**config.mk**
```make
export PLATFORM = sky130hd
export DESIGN_NAME = life_generation_engine_flat
export DESIGN_NICKNAME = d
export VERILOG_FILES = /design/src/rtl/life_generation_engine_if.sv /design/src/rtl/life_generation_engine.sv /design/src/flat_wrapper.sv
export SDC_FILE = /design/constraint.sdc
export NUM_CORES = 1
export LEC_CHECK = 0
export CAP_MARGIN = 20
export CELL_PAD_IN_SITES_DETAIL_PLACEMENT = 1
export CELL_PAD_IN_SITES_GLOBAL_PLACEMENT = 2
export CORE_ASPECT_RATIO = 1.5
export CORE_MARGIN = 2
export CORE_UTILIZATION = 38
export CTS_BUF_LIST = sky130_fd_sc_hd__clkbuf_16
export DETAILED_ROUTE_END_ITERATION = 10
export GPL_TIMING_DRIVEN = 0
export PLACE_DENSITY_LB_ADDON = 0.3
export SYNTH_ARGS = -nofsm -noshare
export SYNTH_HDL_FRONTEND = slang
export SYNTH_SLANG_ARGS = --single-unit
```
**constraint.sdc**
```tcl
create_clock -name clk -period 5.9 [get_ports clk]
set_clock_uncertainty 0.15 [all_clocks]
set_input_delay 0.885 -clock clk [delete_from_list [all_inputs] [get_ports clk]]
set_output_delay 0.885 -clock clk [all_outputs]
set_load 0.1 [all_outputs]
```
**src/rtl/life_generation_engine_if.sv**
```systemverilog
// Control and observation bundle for life_generation_engine.
// Latency: none; plain wires between the control stage and the engine.
// Backpressure: none. Control inputs are single-cycle pulses and are acted on every cycle they are sampled high.
// Ports:
//   load/seed_in          load a seed pattern ([row][col])
//   start/stop/step_once  run control pulses
//   grid_out/gen_count    current generation and saturating generation counter
//   running/stable/extinct status flags
interface life_generation_engine_if;
  logic            load;
  logic [7:0][7:0] seed_in;
  logic            start;
  logic            stop;
  logic            step_once;
  logic [7:0][7:0] grid_out;
  logic [15:0]     gen_count;
  logic            running;
  logic            stable;
  logic            extinct;

  modport master (
    output load, seed_in, start, stop, step_once,
    input  grid_out, gen_count, running, stable, extinct
  );

  modport slave (
    input  load, seed_in, start, stop, step_once,
    output grid_out, gen_count, running, stable, extinct
  );
endinterface

```
**src/rtl/life_generation_engine.sv**
```systemverilog
// 8x8 cellular-automaton generation engine (B/S rule masks, optional torus wrap).
// Latency: one generation per TICK_DIV cycles in RUN (first update TICK_DIV cycles after start), or next edge on step_once.
// Backpressure: none. Pulses act once per sampled cycle; priority load > stop > start > step_once > tick.
// Ports:
//   clk, rst_n  clock and asynchronous active-low reset
//   bus         life_generation_engine_if.slave (load/seed/run control in, grid and status out)
module life_generation_engine #(
  parameter int unsigned TICK_DIV  = 4,
  parameter bit          WRAP      = 1'b1,
  parameter logic [8:0]  B_MASK    = 9'b000001000,
  parameter logic [8:0]  S_MASK    = 9'b000001100,
  parameter bit          AUTO_HALT = 1'b1
) (
  input  logic                    clk,
  input  logic                    rst_n,
  life_generation_engine_if.slave bus
);

  localparam logic [15:0] TICK_LAST = 16'(TICK_DIV - 1);

  typedef enum logic [1:0] {
    ST_IDLE   = 2'd0,
    ST_RUN    = 2'd1,
    ST_HALTED = 2'd2
  } state_t;

  state_t          r_state;
  state_t          w_state_nxt;
  logic [7:0][7:0] r_grid;
  logic [15:0]     r_gen_count;
  logic [15:0]     r_prescale;
  logic            r_stable;

  logic [7:0][7:0] w_next_grid;
  logic [3:0]      w_nbr;
  int              w_rr;
  int              w_cc;
  logic            w_same;
  logic            w_adv;
  logic            w_load;
  logic            w_clr_stable;
  logic [15:0]     w_presc_nxt;

  // Whole next generation from the current register only, so every cell
  // sees the same (old) grid. The low 3 bits of a -1/8 offset are exactly
  // the modulo-8 index, so wrapping needs no extra arithmetic.
  always_comb begin
    w_next_grid = '0;
    w_nbr       = '0;
    w_rr        = 0;
    w_cc        = 0;
    for (int r = 0; r < 8; r++) begin
      for (int c = 0; c < 8; c++) begin
        w_nbr = '0;
        for (int dr = -1; dr <= 1; dr++) begin
          for (int dc = -1; dc <= 1; dc++) begin
            if (dr != 0 || dc != 0) begin
              w_rr = r + dr;
              w_cc = c + dc;
              if (WRAP || (w_rr >= 0 && w_rr < 8 && w_cc >= 0 && w_cc < 8)) begin
                w_nbr = w_nbr + {3'b000, r_grid[w_rr[2:0]][w_cc[2:0]]};
              end
            end
          end
        end
        w_next_grid[r][c] = r_grid[r][c] ? S_MASK[w_nbr] : B_MASK[w_nbr];
      end
    end
  end

  assign w_same = (w_next_grid == r_grid);

  // Control decode; commands that are ignored in the current state fall
  // through to the lower-priority ones (e.g. start in RUN still lets the tick run).
  always_comb begin
    w_state_nxt  = r_state;
    w_presc_nxt  = r_prescale;
    w_adv        = 1'b0;
    w_load       = 1'b0;
    w_clr_stable = 1'b0;
    if (bus.load) begin
      w_load      = 1'b1;
      w_state_nxt = ST_IDLE;
      w_presc_nxt = '0;
    end else if (bus.stop) begin
      w_state_nxt = ST_IDLE;
      w_presc_nxt = '0;
    end else if (bus.start && r_state != ST_RUN) begin
      w_state_nxt  = ST_RUN;
      w_presc_nxt  = '0;
      w_clr_stable = 1'b1;
    end else if (bus.step_once && r_state != ST_RUN) begin
      w_adv = 1'b1;
    end else if (r_state == ST_RUN) begin
      if (r_prescale == TICK_LAST) begin
        w_adv       = 1'b1;
        w_presc_nxt = '0;
        if (w_same && AUTO_HALT) begin
          w_state_nxt = ST_HALTED;
        end
      end else begin
        w_presc_nxt = r_prescale + 16'd1;
      end
    end
  end

  always_ff @(posedge clk or negedge rst_n) begin
    if (!rst_n) begin
      r_state <= ST_IDLE;
    end else begin
      r_state <= w_state_nxt;
    end
  end

  always_ff @(posedge clk or negedge rst_n) begin
    if (!rst_n) begin
      r_grid      <= '0;
      r_gen_count <= '0;
      r_prescale  <= '0;
      r_stable    <= 1'b0;
    end else begin
      r_prescale <= w_presc_nxt;
      if (w_load) begin
        r_grid      <= bus.seed_in;
        r_gen_count <= '0;
        r_stable    <= 1'b0;
      end else if (w_adv) begin
        r_grid   <= w_next_grid;
        r_stable <= w_same;
        if (r_gen_count != 16'hFFFF) begin
          r_gen_count <= r_gen_count + 16'd1;
        end
      end else if (w_clr_stable) begin
        r_stable <= 1'b0;
      end
    end
  end

  assign bus.grid_out  = r_grid;
  assign bus.gen_count = r_gen_count;
  assign bus.running   = (r_state == ST_RUN);
  assign bus.stable    = r_stable;
  assign bus.extinct   = (r_grid == '0);

endmodule

```
**src/flat_wrapper.sv**
```systemverilog
// flat-port wrapper written by rule: the top's interface ports become plain ports
module life_generation_engine_flat 
#(
  parameter int unsigned TICK_DIV  = 4,
  parameter bit          WRAP      = 1'b1,
  parameter logic [8:0]  B_MASK    = 9'b000001000,
  parameter logic [8:0]  S_MASK    = 9'b000001100,
  parameter bit          AUTO_HALT = 1'b1
)
  (clk, rst_n, bus_load, bus_seed_in, bus_start, bus_stop, bus_step_once, bus_grid_out, bus_gen_count, bus_running, bus_stable, bus_extinct);
  life_generation_engine_if bus_i ();
  input  logic clk;
  input  logic rst_n;
  input wire logic [$bits(bus_i.load)-1:0] bus_load;
  input wire logic [$bits(bus_i.seed_in)-1:0] bus_seed_in;
  input wire logic [$bits(bus_i.start)-1:0] bus_start;
  input wire logic [$bits(bus_i.stop)-1:0] bus_stop;
  input wire logic [$bits(bus_i.step_once)-1:0] bus_step_once;
  output wire logic [$bits(bus_i.grid_out)-1:0] bus_grid_out;
  output wire logic [$bits(bus_i.gen_count)-1:0] bus_gen_count;
  output wire logic [$bits(bus_i.running)-1:0] bus_running;
  output wire logic [$bits(bus_i.stable)-1:0] bus_stable;
  output wire logic [$bits(bus_i.extinct)-1:0] bus_extinct;
  assign bus_i.load = bus_load;
  assign bus_i.seed_in = bus_seed_in;
  assign bus_i.start = bus_start;
  assign bus_i.stop = bus_stop;
  assign bus_i.step_once = bus_step_once;
  assign bus_grid_out = bus_i.grid_out;
  assign bus_gen_count = bus_i.gen_count;
  assign bus_running = bus_i.running;
  assign bus_stable = bus_i.stable;
  assign bus_extinct = bus_i.extinct;
  life_generation_engine #(.TICK_DIV(TICK_DIV), .WRAP(WRAP), .B_MASK(B_MASK), .S_MASK(S_MASK), .AUTO_HALT(AUTO_HALT)) u_core (.clk(clk), .rst_n(rst_n), .bus(bus_i));
endmodule
```
==> impl_metrics.prom, run 1 <==
# TYPE chip_impl_metric gauge
chip_impl_metric{name="final_core_util",unit="%"} 44.8
chip_impl_metric{name="postSynthCellCount",unit=""} 2044
chip_impl_metric{name="port_buffers",unit=""} 151
chip_impl_metric{name="max-clock-path-buffers",unit=""} 2
chip_impl_metric{name="die_x",unit="um"} 182
chip_impl_metric{name="timing.final.crit_period",unit="ns"} 5.87
chip_impl_metric{name="crit_cells",unit=""} 18
chip_impl_metric{name="report.final.hold_viol_count",unit=""} 0
chip_impl_metric{name="netlist-cell-type-count",unit=""} 73
chip_impl_metric{name="ir_drop",unit="V"} 0.000365
chip_impl_metric{name="crit_required",unit="ns"} 6.05
chip_impl_info{name="path_cells",value="clkinvlp_4 -> ha_1 -> inv_1 -> fa_1 -> fa_1 -> inv_1 -> fa_1 -> inv_1 -> fa_1 -> nor4b_2 -> a22oi_2 -> a22oi_2 -> o221ai_1 -> or4_4 -> nor4_4 -> buf_4 -> nand3_2 -> o211a_1"} 1
chip_impl_info{name="primary_flip_flop_cell_chosen_by_synthesis_mapping",value="dfrtp_1"} 1
chip_impl_info{name="crit_path_frequent_cell",value="fa_1"} 1
chip_impl_metric{name="syn_nets",unit=""} 2596
chip_impl_metric{name="mean_routed_wirelength_per_cell",unit="um"} 30.2
chip_impl_info{name="status",value="completed"} 1
chip_impl_metric{name="p_total",unit="uW"} 13300
chip_impl_metric{name="first_global_vias",unit=""} 18500
chip_impl_metric{name="worstMarginPinSlew",unit="ns"} 1.15
chip_impl_metric{name="cap_viol_max_count",unit=""} 0
chip_impl_metric{name="switching_power",unit="uW"} 7940
chip_impl_metric{name="total_grt_usage",unit="%"} 35.6
chip_impl_info{name="worst-setup-path-type",value="reg -> reg"} 1
chip_impl_metric{name="initialDrtViolationCount",unit=""} 961
chip_impl_metric{name="drt_pre_antenna_iters",unit=""} 5
chip_impl_info{name="hp-class",value="in -> async"} 1
chip_impl_metric{name="io_pins",unit=""} 153
chip_impl_metric{name="floorplan.initialDensity",unit="%"} 38.5
chip_impl_metric{name="via_per_inst",unit=""} 5.91
chip_impl_metric{name="slew-limit-headroom",unit="%"} 23.0
chip_impl_metric{name="clock_tree.htree_level_count",unit=""} 3
chip_impl_metric{name="die_area",unit="sq mm"} 0.0491
chip_impl_metric{name="core_region_area",unit="sq mm"} 0.0467
chip_impl_metric{name="vias",unit=""} 16700
chip_impl_info{name="cts_tree",value="built"} 1
chip_impl_info{name="layout_common_cells",value="inv_1 (454), fa_1 (256), ha_1 (226)"} 1
chip_impl_metric{name="syn-mean-instance-area",unit="sq um"} 8.80
chip_impl_metric{name="grt_pass1_wl",unit="um"} 124000
chip_impl_metric{name="final-max-slew-violation-count",unit=""} 0
chip_impl_metric{name="clock_insertion_delay_worst_skew",unit="ns"} 0.42
chip_impl_metric{name="synth_enable_flop_cells",unit=""} 0
chip_impl_metric{name="gpl.final_weighted_congestion",unit=""} 0.991
chip_impl_metric{name="clkSlewWorstSetupHoldPaths",unit="ns"} 0.10
chip_impl_metric{name="final.period_utilization",unit="%"} 99.5
chip_impl_metric{name="post-dp-hpwl",unit="um"} 70800
chip_impl_metric{name="final_layout_size_suffix_gt1_share",unit="%"} 4.74
chip_impl_metric{name="critPathArrivalTime",unit="ns"} 6.02
chip_impl_info{name="critical_path.endpoint_type",value="register"} 1
chip_impl_metric{name="grt_overflow",unit=""} 0
chip_impl_metric{name="p_per_area",unit="mW/mm^2"} 634
chip_impl_info{name="mostFrequentLayoutCell",value="inv_1"} 1
chip_impl_metric{name="drt-total-wl",unit="um"} 85700
chip_impl_metric{name="synthArstFlopShare",unit="%"} 100
chip_impl_metric{name="synth.ff_latch_count",unit=""} 99
chip_impl_metric{name="drcViolationCount",unit=""} 0
chip_impl_metric{name="placement_rows",unit=""} 97
chip_impl_metric{name="setup_viol_count_final",unit=""} 0
chip_impl_metric{name="grt_antenna_before_repair",unit=""} 4
chip_impl_metric{name="combPwrFrac",unit="%"} 85.4
chip_impl_metric{name="p_leak",unit="uW"} 0.00998
chip_impl_metric{name="critical_path.n_buffers_inverters",unit=""} 5
chip_impl_info{name="timing.critical_path.max_delay_family",value="adder cells"} 1
chip_impl_metric{name="max_freq",unit="MHz"} 170
chip_impl_metric{name="netlist_area",unit="sq mm"} 0.0180
chip_impl_info{name="crit_slowest_cell",value="dfrtp_4"} 1
chip_impl_info{name="timing.critical_path.from_type",value="register"} 1
chip_impl_metric{name="critical_path.max_stage_delay",unit="ns"} 0.60
chip_impl_metric{name="crit_fanout",unit=""} 10
chip_impl_info{name="ctsRootBufferMaster",value="clkbuf_16"} 1
chip_impl_metric{name="design.final.nets",unit=""} 2785
chip_impl_metric{name="die_y",unit="um"} 270
chip_impl_metric{name="postRouteAntennaNets",unit=""} 0
chip_impl_metric{name="ys_seq_area_share",unit="%"} 13.8
chip_impl_metric{name="cts.sinks",unit=""} 99
chip_impl_metric{name="power.sequential.fraction",unit="%"} 9.2
chip_impl_metric{name="r2r_cells",unit=""} 18
chip_impl_metric{name="timing.hold.ws",unit="ns"} 0.244
chip_impl_metric{name="intPower",unit="uW"} 5340
chip_impl_metric{name="tritoncts.num_buffers",unit=""} 9
chip_impl_metric{name="growth_of_design_area_from_synthesis_to_finish",unit="%"} 16.4
chip_impl_metric{name="cts_hold_repair.buffers",unit=""} 0
chip_impl_metric{name="netSwitchingFraction",unit="%"} 59.8
chip_impl_metric{name="synth.yosys.warnings",unit=""} 0
chip_impl_metric{name="clock_power_share",unit="%"} 5.4
chip_impl_metric{name="grt_start_max_net_pins",unit=""} 64
## layer usage
metal / vias up / wire (um) / global-route usage (%) / part of all wire (%)
met5: - / 7 / 0 / 0.0082
met3: 286 / 4250 / 4.95 / 5.0
met2: 674 / 41700 / 61.2 / 49
met1: 8572 / 31000 / 38.5 / 36
li1: 7199 / - / - / -
met4: 2 / 8690 / 30.5 / 10
## cell families (layout without fill, tap and decap cells)
kind of cell / after synthesis / count (layout) / share of synthesized area, %
buffers and inverters: 494 / 688 / 10.3
multiplexers: 13 / 13 / 0.751
AND/OR/NAND/NOR: 586 / 586 / 17.4
flip-flops: 99 / 99 / 13.8
adder cells (fa/ha/maj): 482 / 482 / 44.2
XOR/XNOR: 15 / 15 / 0.730
AO/OA/AOI/OAI: 355 / 355 / 12.8
other: 0 / 1 / 0
## final timing paths
check                                                           end  slack (ns)                                 from
max in group asynchronous       u_core.bus.grid_out[53]$_DFFE_PN0P_        4.57                                rst_n
worst min register to register     u_core.r_prescale[1]$_DFFE_PN0P_        0.36     u_core.r_prescale[1]$_DFFE_PN0P_
worst max register to register        u_core.r_state[0]$_DFFE_PN0P_        0.03  u_core.bus.grid_out[29]$_DFFE_PN0P_
worst max-delay path                  u_core.r_state[0]$_DFFE_PN0P_        0.03  u_core.bus.grid_out[29]$_DFFE_PN0P_
min in group clk                   u_core.r_prescale[1]$_DFFE_PN0P_        0.36     u_core.r_prescale[1]$_DFFE_PN0P_
worst min-delay path              u_core.r_prescale[10]$_DFFE_PN0P_        0.24                                rst_n
## power by group through the flow
| stage | registers (uW) | logic (uW) | clock network (uW) |
|---|---|---|---|
| after CTS | 1210 | 11100 | 733 |
| after floorplan | 1600 | 6860 | 0 |
| after detailed placement | 1210 | 11000 | 0 |
| after global routing | 1230 | 12400 | 741 |
| final | 1220 | 11300 | 717 |
| after global placement | 1210 | 10500 | 0 |
## synthesized netlist by cell type (all sizes together) (11+ instances only)
library cell / number / area (sq um)
a21oi: 86 / 434
clkbuf: 27 / 101
a22oi: 30 / 225
nand3: 54 / 275
o31ai: 31 / 233
inv: 464 / 1740
nand3b: 11 / 82.6
nand2: 132 / 495
nor3b: 60 / 450
nand4: 55 / 344
ha: 226 / 2830
o21ai: 76 / 384
nor2: 132 / 498
xor2: 12 / 105
a211oi: 27 / 208
a31oi: 35 / 219
fa: 256 / 5120
nor2b: 49 / 307
nand2b: 20 / 125
dfrtp: 99 / 2480
## state kept, by name, summed over array words and instances (netlist names)
register and flops:
u_core.bus.grid_out 64, u_core.bus.gen_count 16, u_core.r_prescale 16, u_core.r_state 2, u_core.bus.stable 1
## repair_timing
item                                    in CTS  in global routing
buffers inserted                             7                 13
endpoints found under the setup margin       3                  3
resized for setup                           27                 25
pin swaps                                    2                  1
## layout make-up
type | instances | area [sq um]
diodes | 1 | 2.50
inverters | 464 | 1780
repair buffers | 178 | 1770
plain buffers | 30 | 115
clock inverters | 7 | 83.8
well taps | 594 | 743
flip-flops and latches | 99 | 2530
multi-input cells | 1451 | 13700
clock buffers | 9 | 225
fillers | 5521 | 25800
## through the flow
stage / instances / setup TNS (ns) / worst slack, ns / cell area [sq um]
floorplan: 2044 / 0 / 0.188 / 18000
global placement: 2789 / -126.25 / -1.28 / 20200
detailed placement: 2796 / -2.25 / -0.801 / 20400
CTS: 2819 / 0 / 0.0120 / 20800
global route: 2832 / -0.0636 / -0.0386 / 20900
finish: 2833 / 0 / 0.0284 / 20900
No activity file was read; power rests on OpenSTA's default activity.
==> inputs of run 2 (changes only) <==
Settings changed: CORE_UTILIZATION 38 to 34, CTS_BUF_LIST sky130_fd_sc_hd__clkbuf_16 to unset.
Clock period 5.9 ns to 4.9 ns, I/O delays scaled along.
==> run 2 against run 1 <==
Net effect: the run now ends with negative setup slack left; combinational power increased by 30%; largest power group unchanged; maximum frequency increased by 11%; flip-flop and latch count unchanged.
==> impl_metrics.prom, run 2 (synthesis gave the netlist of run 1 again) <==
# TYPE chip_impl_metric gauge
chip_impl_metric{name="register_area",unit="sq mm"} 0.00263
chip_impl_metric{name="die_area",unit="sq mm"} 0.0548
chip_impl_metric{name="crit_required",unit="ns"} 5.05
chip_impl_metric{name="drcViolationCount",unit=""} 0
chip_impl_info{name="ctsRootBufferMaster",value="clkbuf_16"} 1
chip_impl_metric{name="mean_routed_wirelength_per_cell",unit="um"} 30.3
chip_impl_info{name="crit_slowest_cell",value="fa_1"} 1
chip_impl_info{name="status",value="finished, violations left"} 1
chip_impl_metric{name="growth_of_design_area_from_synthesis_to_finish",unit="%"} 25.7
chip_impl_metric{name="largest_register_ff_count",unit=""} 64
chip_impl_info{name="rsz_0062_raised_after_global_routing",value="true"} 1
chip_impl_info{name="timing.critical_path.from_type",value="register"} 1
chip_impl_info{name="timing.critical_path.max_delay_family",value="adder cells"} 1
chip_impl_metric{name="die_x",unit="um"} 192
chip_impl_metric{name="port_buffers",unit=""} 151
chip_impl_metric{name="post-place-ws",unit="ns"} -1.26
chip_impl_metric{name="placement_rows",unit=""} 103
chip_impl_info{name="path_cells",value="ha_4 -> inv_2 -> fa_1 -> fa_1 -> inv_2 -> fa_2 -> inv_2 -> fa_1 -> and2_4 -> a31oi_4 -> nand4_1 -> or4_4 -> or4_4 -> nor4_4 -> buf_6 -> nand3_4 -> o211a_1"} 1
chip_impl_metric{name="critical_path.n_buffers_inverters",unit=""} 4
chip_impl_metric{name="postRouteAntennaNets",unit=""} 0
chip_impl_metric{name="multi_input_area",unit="sq mm"} 0.0140
chip_impl_info{name="layout_common_cells",value="inv_1 (405), fa_1 (249), ha_1 (221)"} 1
chip_impl_metric{name="timing.final.crit_period",unit="ns"} 5.27
chip_impl_metric{name="crit_fanout",unit=""} 3
chip_impl_metric{name="final_core_util",unit="%"} 43.1
chip_impl_metric{name="drt-total-wl",unit="um"} 92400
chip_impl_metric{name="tritoncts.num_buffers",unit=""} 9
chip_impl_metric{name="slew-limit-headroom",unit="%"} 22.6
chip_impl_metric{name="floorplan.initialDensity",unit="%"} 34.3
chip_impl_info{name="critical_path.endpoint_type",value="register"} 1
chip_impl_info{name="reg2reg_to",value="u_core.r_state[0]$_DFFE_PN0P_"} 1
chip_impl_metric{name="critPathArrivalTime",unit="ns"} 5.42
chip_impl_metric{name="final-max-slew-violation-count",unit=""} 0
chip_impl_metric{name="cap_viol_max_count",unit=""} 0
chip_impl_metric{name="drt_pre_antenna_iters",unit=""} 7
chip_impl_metric{name="clock_tree.htree_level_count",unit=""} 3
chip_impl_metric{name="die_y",unit="um"} 286
chip_impl_metric{name="p_per_area",unit="mW/mm^2"} 752
chip_impl_metric{name="ir_drop",unit="V"} 0.000318
chip_impl_metric{name="final.period_utilization",unit="%"} 108
chip_impl_metric{name="num-fill-cells",unit=""} 6076
chip_impl_metric{name="final_layout_size_suffix_gt1_share",unit="%"} 15.3
chip_impl_metric{name="total_grt_usage",unit="%"} 34.3
chip_impl_metric{name="p_leak",unit="uW"} 0.0104
chip_impl_info{name="hp-class",value="in -> async"} 1
chip_impl_metric{name="cts.sinks",unit=""} 99
chip_impl_metric{name="gpl.final_weighted_congestion",unit=""} 1.01
chip_impl_metric{name="first_global_vias",unit=""} 18900
chip_impl_metric{name="worstMarginPinSlew",unit="ns"} 1.16
chip_impl_metric{name="grt_start_max_net_pins",unit=""} 72
chip_impl_metric{name="clock_insertion_delay_worst_skew",unit="ns"} 0.41
chip_impl_info{name="worst-setup-path-type",value="reg -> reg"} 1
chip_impl_metric{name="setup_viol_count_final",unit=""} 3
chip_impl_metric{name="vias",unit=""} 17400
chip_impl_metric{name="max_freq",unit="MHz"} 190
chip_impl_metric{name="report.final.hold_viol_count",unit=""} 0
chip_impl_info{name="worst_r2r_startpoint",value="u_core.bus.grid_out[1]$_DFFE_PN0P_"} 1
chip_impl_metric{name="grt_pass1_wl",unit="um"} 131000
chip_impl_info{name="violations_in_the_final_reports",value="negative setup slack"} 1
chip_impl_metric{name="reg2reg_setup_slack",unit="ns"} -0.37
chip_impl_metric{name="grt_overflow",unit=""} 0
chip_impl_metric{name="timing.hold.ws",unit="ns"} 0.0739
chip_impl_metric{name="r2r_cells",unit=""} 17
chip_impl_metric{name="worst_slack",unit="ns"} -0.373
chip_impl_info{name="mostFrequentLayoutCell",value="inv_1"} 1
chip_impl_metric{name="grt_antenna_before_repair",unit=""} 1
chip_impl_metric{name="design.final.nets",unit=""} 2913
chip_impl_metric{name="max-clock-path-buffers",unit=""} 2
chip_impl_metric{name="critical_path.max_stage_delay",unit="ns"} 0.57
chip_impl_metric{name="io_pins",unit=""} 153
chip_impl_metric{name="clkSlewWorstSetupHoldPaths",unit="ns"} 0.09
chip_impl_metric{name="initialDrtViolationCount",unit=""} 1035
chip_impl_info{name="cts_tree",value="built"} 1
chip_impl_metric{name="via_per_inst",unit=""} 5.71
chip_impl_metric{name="core_region_area",unit="sq mm"} 0.0525
chip_impl_metric{name="post-dp-hpwl",unit="um"} 72700
-- run 2: changes by cell type in the layout (fill, tap and decap cells not counted), sizes merged --
cell           delta
dlygate4sd2       +1
inv              -45
clkinv            +3
clkinvlp         +41
buf             +128
bufinv            +1
clkdlybuf4s50     -1
-- run 2: layout make-up --
cell class	count	share of cell area (%)
multi-input combinational	1451	61.8
timing repair buffer	306	12.2
sequential	99	11.6
inverter	464	8.57
tap	682	3.77
clock buffer	9	0.996
buffer	30	0.509
clock inverter	7	0.410
antenna	1	0.0111
-- run 2: how the worst max path moves through the flow --
| stage | depth (start not counted) | startpoint | to | slack, ns |
|---|---|---|---|---|
| after CTS | 18 | u_core.bus.grid_out[14]$_DFFE_PN0P_ | u_core.r_state[0]$_DFFE_PN0P_ | -0.43 |
| final | 17 | u_core.bus.grid_out[1]$_DFFE_PN0P_ | u_core.r_state[0]$_DFFE_PN0P_ | -0.37 |
| after global routing | 18 | u_core.bus.grid_out[28]$_DFFE_PN0P_ | u_core.r_state[0]$_DFFE_PN0P_ | -0.44 |
| after floorplan | 17 | u_core.bus.grid_out[28]$_DFFE_PN0P_ | u_core.r_state[0]$_DFFE_PN0P_ | -0.02 |
| after detailed placement | 17 | u_core.bus.grid_out[29]$_DFFE_PN0P_ | u_core.r_state[0]$_DFFE_PN0P_ | -1.26 |
| after global placement | 1 | rst_n | u_core.bus.grid_out[46]$_DFFE_PN0P_ | -3.08 |
-- run 2: layer usage --
| layer | up-vias | global-route usage [%] | wire, um |
|---|---|---|---|
| met5 | - | 0 | 0 |
| met1 | 8966 | 36.5 | 32500 |
| met4 | 0 | 32.2 | 10800 |
| met3 | 323 | 4.33 | 4560 |
| met2 | 657 | 58.1 | 44500 |
| li1 | 7459 | - | - |
-- run 2: metrics by stage --
| step | total power [uW] | cell area (sq um) | TNS [ns] | instances |
|---|---|---|---|---|
| floorplan | 10200 | 18100 | -0.0211 | 2044 |
| global placement | 14200 | 20500 | -254.42 | 2877 |
| detailed placement | 14800 | 20600 | -3.68 | 2883 |
| CTS | 16300 | 21800 | -1.23 | 2974 |
| global route | 18400 | 22600 | -1.26 | 3048 |
| finish | 17000 | 22600 | -1.03 | 3049 |
-- run 2: report_power, final --
group / internal (uW) / switching, uW
clock: 448 / 433
combinational: 5640 / 9090
sequential: 958 / 442
-- run 2: worst reg2reg max path, stage by stage, from the launching register on --
cell and delay (ns):
dfrtp_4 0.55, ha_4 0.29, inv_2 0.03, fa_1 0.50
fa_1 0.57, inv_2 0.04, fa_2 0.36, inv_2 0.06
fa_1 0.44, and2_4 0.19, a31oi_4 0.17, nand4_1 0.28
or4_4 0.55, or4_4 0.45, nor4_4 0.16, buf_6 0.17
nand3_4 0.08, o211a_1 0.12
-- run 2: timing repair --
action,CTS,global route
hold buffers,0,0
gates cloned,0,0
buffers inserted,75,74
pin swaps,10,18
resized for setup,84,56
setup endpoints to repair,4,3
==> inputs of run 3 (changes only) <==
Settings changed: PLACE_DENSITY set to 0.85, PLACE_DENSITY_LB_ADDON 0.3 to unset.
==> run 3 against run 2 <==
Net effect: the run still ends with negative setup slack left; cell count shrank 0.36%; maximum frequency barely moved; utilization decreased by 0.093 points; clock power is 7.0% higher; global-route usage down 0.050 points; total power is 0.47% higher.
==> impl_metrics.prom, run 3 (synthesis gave the netlist of run 1 again) <==
# TYPE chip_impl_metric gauge
chip_impl_info{name="status",value="finished, violations left"} 1
chip_impl_info{name="violations_in_the_final_reports",value="negative setup slack"} 1
chip_impl_info{name="rsz_0062_raised_after_global_routing",value="true"} 1
chip_impl_info{name="worst-setup-path-type",value="reg -> reg"} 1
chip_impl_info{name="worst_r2r_startpoint",value="u_core.bus.grid_out[28]$_DFFE_PN0P_"} 1
chip_impl_info{name="path_cells",value="clkinvlp_4 -> ha_4 -> inv_2 -> fa_1 -> fa_1 -> inv_2 -> fa_2 -> inv_2 -> fa_2 -> nor4b_4 -> a22oi_2 -> a22oi_2 -> o221ai_2 -> or4_4 -> nor4_4 -> buf_6 -> nand3_4 -> o211a_1"} 1
chip_impl_metric{name="worstMarginPinSlew",unit="ns"} 1.18
chip_impl_metric{name="slew-limit-headroom",unit="%"} 21.3
chip_impl_metric{name="largest_register_ff_count",unit=""} 64
chip_impl_metric{name="port_buffers",unit=""} 151
chip_impl_metric{name="r2r_cells",unit=""} 18
chip_impl_metric{name="io_pins",unit=""} 153
chip_impl_metric{name="critPathArrivalTime",unit="ns"} 5.43
chip_impl_info{name="critical_path.endpoint_type",value="register"} 1
chip_impl_metric{name="placed_cell_area",unit="sq mm"} 0.0206
chip_impl_metric{name="initialDrtViolationCount",unit=""} 1222
chip_impl_metric{name="final.period_utilization",unit="%"} 108
chip_impl_metric{name="postRouteAntennaNets",unit=""} 0
chip_impl_metric{name="grt_pass1_wl",unit="um"} 131000
chip_impl_info{name="hp-class",value="in -> async"} 1
chip_impl_metric{name="tritoncts.num_buffers",unit=""} 9
chip_impl_info{name="reg2reg_to",value="u_core.r_state[0]$_DFFE_PN0P_"} 1
chip_impl_info{name="ctsRootBufferMaster",value="clkbuf_16"} 1
chip_impl_metric{name="drt_pre_antenna_iters",unit=""} 5
chip_impl_info{name="crit_slowest_cell",value="or4_4"} 1
chip_impl_metric{name="p_per_area",unit="mW/mm^2"} 758
chip_impl_info{name="crit_start",value="u_core.bus.grid_out[28]$_DFFE_PN0P_"} 1
chip_impl_info{name="timing.critical_path.max_delay_family",value="adder cells"} 1
chip_impl_metric{name="worst_slack",unit="ns"} -0.377
chip_impl_metric{name="mean_routed_wirelength_per_cell",unit="um"} 30.5
chip_impl_metric{name="vias",unit=""} 17600
chip_impl_metric{name="crit_required",unit="ns"} 5.06
chip_impl_metric{name="post-dp-hpwl",unit="um"} 72400
chip_impl_metric{name="final_design_area_no_fill",unit="sq mm"} 0.0226
chip_impl_metric{name="growth_of_design_area_from_synthesis_to_finish",unit="%"} 25.4
chip_impl_metric{name="p_leak",unit="uW"} 0.0104
chip_impl_metric{name="antennaDiodeCount",unit=""} 0
chip_impl_metric{name="grt_start_max_net_pins",unit=""} 57
chip_impl_metric{name="final.setup.tns",unit="ns"} -0.991
chip_impl_metric{name="die_area",unit="sq mm"} 0.0548
chip_impl_metric{name="max-clock-path-buffers",unit=""} 2
chip_impl_info{name="mostFrequentLayoutCell",value="inv_1"} 1
chip_impl_metric{name="clock_insertion_delay_worst_skew",unit="ns"} 0.42
chip_impl_metric{name="first_global_vias",unit=""} 19200
chip_impl_metric{name="crit_fanout",unit=""} 2
chip_impl_metric{name="final-max-slew-violation-count",unit=""} 0
chip_impl_metric{name="max_freq",unit="MHz"} 189
chip_impl_metric{name="floorplan.initialDensity",unit="%"} 34.3
chip_impl_metric{name="cts.sinks",unit=""} 99
chip_impl_metric{name="cap_viol_max_count",unit=""} 0
chip_impl_metric{name="final_layout_size_suffix_gt1_share",unit="%"} 14.9
chip_impl_metric{name="drcViolationCount",unit=""} 0
chip_impl_metric{name="gpl.final_weighted_congestion",unit=""} 0.994
chip_impl_metric{name="die_y",unit="um"} 286
chip_impl_metric{name="setup_viol_count_final",unit=""} 3
chip_impl_metric{name="core_region_area",unit="sq mm"} 0.0525
chip_impl_metric{name="clock_tree.htree_level_count",unit=""} 3
chip_impl_info{name="cts_tree",value="built"} 1
chip_impl_metric{name="total_grt_usage",unit="%"} 34.2
chip_impl_metric{name="clkSlewWorstSetupHoldPaths",unit="ns"} 0.09
chip_impl_metric{name="cts_hold_repair.buffers",unit=""} 0
chip_impl_metric{name="post-place-ws",unit="ns"} -1.26
chip_impl_metric{name="reg2reg_setup_slack",unit="ns"} -0.38
chip_impl_metric{name="die_x",unit="um"} 192
chip_impl_metric{name="ir_drop",unit="V"} 0.000313
chip_impl_metric{name="report.final.hold_viol_count",unit=""} 0
chip_impl_info{name="layout_common_cells",value="inv_1 (405), fa_1 (247), ha_1 (220)"} 1
chip_impl_metric{name="critical_path.max_stage_delay",unit="ns"} 0.54
chip_impl_metric{name="timing.final.crit_period",unit="ns"} 5.28
chip_impl_metric{name="grt_overflow",unit=""} 0
chip_impl_metric{name="critical_path.n_buffers_inverters",unit=""} 5
chip_impl_metric{name="design.final.nets",unit=""} 2903
chip_impl_metric{name="via_per_inst",unit=""} 5.81
chip_impl_metric{name="grt_antenna_before_repair",unit=""} 1
chip_impl_metric{name="placement_rows",unit=""} 103
chip_impl_info{name="crit_path_frequent_cell",value="inv_2"} 1
chip_impl_metric{name="drt-total-wl",unit="um"} 92800
chip_impl_info{name="timing.critical_path.from_type",value="register"} 1
-- run 3: cell count changes in the layout (fill, tap and decap cells not counted), moves of 2 or more --
cell and delta:
and2_1 +2, buf_4 -8, buf_8 -2, clkinv_4 -2
fa_1 -2, fa_2 +2, o21ai_0 +2, o21ai_1 -2
-- run 3: stage by stage --
step	total power (uW)	utilization [%]	hold WS (ns)	std cells
after detailed placement	14800	39.3	0.341	2882
after CTS	16600	42.2	0.152	3001
final	17100	43.0	0.141	3038
after global placement	14100	39.1	0.323	2877
after floorplan	10200	-	0.289	2044
after global routing	18400	43.0	0.170	3038
-- run 3: power by group --
group	internal, uW	switching (uW)
Sequential	958	403
Combinational	5580	9210
Clock	513	430
-- run 3: worst max path at each step --
stage	depth (start not counted)	slack (ns)	to
after global routing	18	-0.47	u_core.r_state[0]$_DFFE_PN0P_
after global placement	1	-3.10	u_core.bus.grid_out[46]$_DFFE_PN0P_
final	18	-0.38	u_core.r_state[0]$_DFFE_PN0P_
after floorplan	17	-0.02	u_core.r_state[0]$_DFFE_PN0P_
after detailed placement	17	-1.26	u_core.r_state[0]$_DFFE_PN0P_
after CTS	17	-0.32	u_core.r_state[0]$_DFFE_PN0P_
-- run 3: per-layer routing --
layer / share of wire (%) / up-vias / wire, um / GRT usage, %
met2: 48 / 800 / 44800 / 58.3
met4: 12 / 2 / 10900 / 32.4
met3: 5.3 / 363 / 4930 / 4.48
li1: - / 7440 / - / -
met5: 0.016 / - / 15 / 0
met1: 35 / 9038 / 32100 / 36.0
-- run 3: cell type report --
cell class	instances	area (sq um)
Timing Repair Buffer	296	2700
Clock buffer	11	243
Fill cell	6076	29900
Multi-Input combinational cell	1451	14000
Sequential cell	99	2630
Tap cell	682	853
Inverter	464	1940
Buffer	30	115
Clock inverter	5	100
-- run 3: repair_timing --
item,4_1_cts,5_1_grt
pin swaps,16,15
endpoints found under the setup margin,4,4
setup buffers,103,37
cloned,0,0
resized for setup,105,31
